**config.mk**
```make
export PLATFORM = sky130hd
export DESIGN_NAME = axi_chk_stall_timer
export DESIGN_NICKNAME = d
export VERILOG_FILES = /design/src/rtl/axi_chk_stall_timer.sv
export SDC_FILE = /design/constraint.sdc
export NUM_CORES = 1
export LEC_CHECK = 0
export ABC_CLOCK_PERIOD_IN_PS = 1580
export BUFFER_PORTS_ARGS = -buffer_cell sky130_fd_sc_hd__buf_2
export CELL_PAD_IN_SITES_DETAIL_PLACEMENT = 0
export CELL_PAD_IN_SITES_GLOBAL_PLACEMENT = 1
export CORE_MARGIN = 4
export CORE_UTILIZATION = 37
export DETAILED_ROUTE_END_ITERATION = 8
export PLACE_DENSITY_LB_ADDON = 0.1
export SLEW_MARGIN = 20
export SYNTH_ARGS = -nofsm -noshare
export SYNTH_HDL_FRONTEND = slang
export SYNTH_SLANG_ARGS = --single-unit
```
**constraint.sdc**
```tcl
create_clock -name clk -period 1.58 [get_ports clk]
set_clock_uncertainty 0.2 [all_clocks]
set_input_delay 0.316 -clock clk [delete_from_list [all_inputs] [get_ports clk]]
set_output_delay 0.316 -clock clk [all_outputs]
set_load 0.005 [all_outputs]
```
**src/rtl/axi_chk_stall_timer.sv**
```systemverilog
`default_nettype none
// ============================================================================
// Module   : axi_chk_stall_timer
// Brief    : Saturating VALID&&!READY counter with a one-shot expiry strobe.
// Revision : 1.0
// ============================================================================
module axi_chk_stall_timer #(
  parameter int TIMEOUT_CYCLES = 256
) (
  input  logic clk,
  input  logic rst_n,
  input  logic i_valid,
  input  logic i_ready,
  output logic o_expire
);

  localparam int              c_cw    = $clog2(TIMEOUT_CYCLES + 1);
  localparam logic [c_cw-1:0] c_limit = c_cw'(TIMEOUT_CYCLES);

  logic [c_cw-1:0] r_cnt;
  logic            w_stall;

  assign w_stall  = i_valid && !i_ready;
  // Strobes only on the cycle the count reaches the limit, never while parked there.
  assign o_expire = w_stall && (r_cnt == c_limit - 1'b1);

  always_ff @(posedge clk or negedge rst_n) begin
    if (!rst_n) begin
      r_cnt <= '0;
    end else if (!w_stall) begin
      r_cnt <= '0;
    end else if (r_cnt != c_limit) begin
      r_cnt <= r_cnt + 1'b1;
    end
  end

endmodule
`default_nettype wire

```
After elaboration in Yosys (flattened, before gate mapping)

Cells that the tools add are included.

Muxes and demuxes: 2
Reduce and logical (&&, ||, !) cells: 3
Equal/unequal tests: 3
$add $sub $neg: 1

Operators with widths:

| cell                | number |
|---|---|
| $mux 9              | 2 |
| $add 9x1->9 const B | 1 |
| $eq 9x8->1 const B  | 1 |
| $ne 9x9->1 const B  | 1 |
| $logic_and 1x1->1   | 2 |
| $ne 2x1->1 const B  | 1 |
| $logic_not 1->1     | 1 |

Word-level logic and storage cells: 10
Register bits after elaboration: 9
Output and inout port bits: 1

Longest topological paths before layout

Depth in word-level cells: 3
Depth in mapped cells: 5
Gate-level depth less buffers: 5

Least setup slack after synthesis

OpenSTA, ideal clock, no wires.

Kind: reg2out
Start point: register r_cnt[0]
End point: output port o_expire
Data arrival time: 1,072 ps
Stages on the path, launching flop included: 6
Slack: -8 ps
Path buffers: 0
Data required time: 1,064 ps
Cells stage by stage: dfrtp_1 ha_1 nand4_1 nor2_1 ha_1 and2_1

Longest elaborated chain between the ends: 2

RTL lines:

| element                  | line | source |
|---|---|---|
| start: declaration       | 20   | `logic [c_cw-1:0] r_cnt;` |
| start signal: assignment | 33   | `r_cnt <= r_cnt + 1'b1;` |
| $eq 9x8->1               | 25   | `assign o_expire = w_stall && (r_cnt == c_limit - 1'b1);` |
| $logic_and 1x1->1        | 25   |  |
| end: declaration         | 14   | `output logic o_expire` |

No other way between the ends.

Final worst setup path

Start point: register r_cnt[1]
End point: output port o_expire

Same word-level chain as after synthesis.

==> flow_summary.yaml <==
yosys:
  yosys_warnings: 0
  syn_inst: 55
  ys_seq_area_frac: 0.4380
  avgSynthCellArea_um2: 9.350
  syn-num-nets: 62
  yosysTopAreaCell: "dfrtp_1"
  synth-seq-cells: 9
  ys_types: 21
  synth_area_leaders: "dfrtp_1 (44%), ha_1 (7.3%), nand2_1 (5.8%)"
  synth_top_area_share: 0.4380
  synth_area_um2: 514.2
placement:
  place_ws_ns: -0.1410
  placed_area_um2: 648.1
  dp.cells: 86
  port_buffers: 4
  place.gp.congestion: 0.7123
  dp_hpwl_um: 845
timing:
  period_needed_ns: 1.904
  finalCritPeriodShare: 1.205
  setup_viol: 6
  relSlewSlack: 0.7593
  fin_ws_ns: -0.3235
  worst_pin_slew_ns: 0.3562
  fmax_mhz: 525.3
  grt_setup_unrepaired: "yes"
  hold_viol: 0
  maxSlewViolCount: 0
global_route:
  grt_pass1_vias: 421
  grt_pass1_wl_um: 1869
  antenna_found_initial: 0
  grt.total_usage: 0.1303
  grt_max_degree: 10
  grt-ovfl-total: 0
critical_path:
  critPathLaunchType: "flop"
  critical_path_class: "reg -> out"
  path_max_fanout: 2
  critPathArrivalTime_ns: 1.39
  reg2reg_to: "r_cnt[0]$_DFFE_PN0P_"
  reg2regPathDepth: 7
  critPathCaptureType: "output port"
  reg2reg_from: "r_cnt[0]$_DFFE_PN0P_"
  cp.required_ns: 1.06
  r2r_slack_ns: -0.25
floorplan:
  start_util: 0.3952
  pin_count: 5
  num_rows: 13
  die_x_um: 45.28
  core-area_um2: 1301
  die_h_um: 45.28
  dieArea_um2: 2050
power_and_ir_drop:
  ir_worst_vdd_mv: 0.5370
  total_power_mw: 0.4511
  powerDensity_nw_per_um2: 623.8
  power.leakage_nw: 0.3378
worst_hold_path:
  holdCritPathClass: "in -> reg"
  holdCritStartpoint: "i_valid"
  hold_path_end: "r_cnt[6]$_DFFE_PN0P_"
  hold_depth: 3
routing:
  drtAntennaViolNets: 0
  num_vias: 463
  drc: 0
  avgRoutedWirePerCell_um: 12.38
  viasPerCell: 4.926
  dr.pass1.iters: 4
  routed_wl_um: 1164
  drt_iter0_markers: 11
cts:
  clkLatencyLatePin_ns: 0.26
  cts_root_buf: "clkbuf_4"
  clock_sinks: 9
  cts_buffers: 3
  cts_buffer_depth: 2
  clk_pin_slew_ns: 0.06
  cts_htree_levels: 1
  cts_tree: "built"
layout:
  top_regs: "r_cnt: 9 flops"
  nFillCells: 132
  final_area_um2: 723.2
  diodes: 0
  finish.net_count: 87
  largest_reg_flops: 9
  areaGrowthSynthToFinish_pct: 40.63
  drive_above_1_share: 0.3924
  top_register: "r_cnt"
  instances_no_fill: 94
run_status:
  status: "finished with violations"
  violations: "setup timing"
run:
  maxCapViolations: 0
-- cells in the mapped netlist --
master	number
nor2_1	3
nand2_1	8
o211ai_1	1
or4_1	1
nor4_2	1
nor4bb_1	1
or3_1	2
a21oi_1	4
o21ai_0	2
a211o_2	1
nand3_1	4
nand2b_4	1
dfrtp_1	9
mux2i_1	2
nand4_1	2
nor2b_1	1
buf_2	1
and2_1	1
inv_1	5
xor2_1	2
ha_1	3
-- timing repair --
action                                  in CTS  in global routing
gates resized for setup                      2                  2
hold endpoints to repair                     9                  0
setup buffers                                4                  1
pin swaps                                    5                  3
endpoints found under the setup margin       6                  8
hold buffers                                 1                  0
-- cell usage in the layout (no fill, tap or decap), types with 2 or more instances in the layout --
cell / instances
a21oi_1: 3
buf_2: 4
buf_4: 16
clkbuf_4: 3
dfrtp_1: 9
ha_2: 2
inv_1: 5
mux2i_1: 2
nand2_1: 8
nand3_1: 3
nand4_1: 2
nor2_1: 3
o21ai_0: 2
xor2_1: 2
-- final cells by class --
cell class / instances / area, µm² / area share
timing repair buffer: 21 / 150.1 / 0.2076
sequential: 9 / 225.2 / 0.3114
clock buffer: 4 / 26.28 / 0.03633
multi-input combinational: 40 / 284.0 / 0.3927
tap: 15 / 18.77 / 0.02595
inverter: 5 / 18.77 / 0.02595
-- worst max-delay path by stage --
stage | startpoint | end | slack, ns
detailed placement | r_cnt[0]$_DFFE_PN0P_ | r_cnt[1]$_DFFE_PN0P_ | -0.14
finish | r_cnt[1]$_DFFE_PN0P_ | o_expire | -0.32
global route | r_cnt[0]$_DFFE_PN0P_ | o_expire | -0.40
global placement | r_cnt[0]$_DFFE_PN0P_ | r_cnt[0]$_DFFE_PN0P_ | -0.13
floorplan | r_cnt[1]$_DFFE_PN0P_ | o_expire | 0.02
CTS | r_cnt[1]$_DFFE_PN0P_ | o_expire | -0.31
-- worst max-delay path, cell delays in order, from the launching register on --
cell	delay, ns
dfrtp_1	0.37
ha_2	0.19
nand4_1	0.09
nor2_1	0.11
ha_2	0.16
and2_1	0.10
buf_2	0.10
-- routing by layer --
layer / up-vias / global-route usage / part of all wire
met5: - / 0 / 0
met3: 0 / 0.05976 / 0.060
met1: 212 / 0.1736 / 0.45
met4: 0 / 0.01754 / 0
li1: 238 / - / -
met2: 13 / 0.1977 / 0.49
-- where the power goes --
group          switching, mW  internal [mW]
combinational         0.0207         0.0230
sequential           0.00165          0.233
clock                 0.0757         0.0970
total                 0.0981          0.353
-- kinds of logic (layout without fill, tap and decap cells) --
logic type / Yosys count / in the layout / synth area share
fa+ha+maj: 3 / 3 / 0.07300
mux: 2 / 2 / 0.03893
buf+inv: 6 / 30 / 0.04622
flops: 9 / 9 / 0.4380
simple gates: 25 / 25 / 0.2774
xor+xnor: 2 / 2 / 0.03407
compound gates: 8 / 8 / 0.09247
-- stage by stage --
step / hold slack [ns] / util / setup TNS (ns)
after floorplan: -0.1796 / - / 0
after global placement: -0.01669 / 0.4981 / -0.5147
after detailed placement: -0.01701 / 0.4981 / -0.5884
after CTS: 0.1748 / 0.5423 / -1.306
after global routing: 0.1801 / 0.5558 / -1.928
final: 0.1714 / 0.5558 / -1.291
No activity file was read; power rests on OpenSTA's default activity.
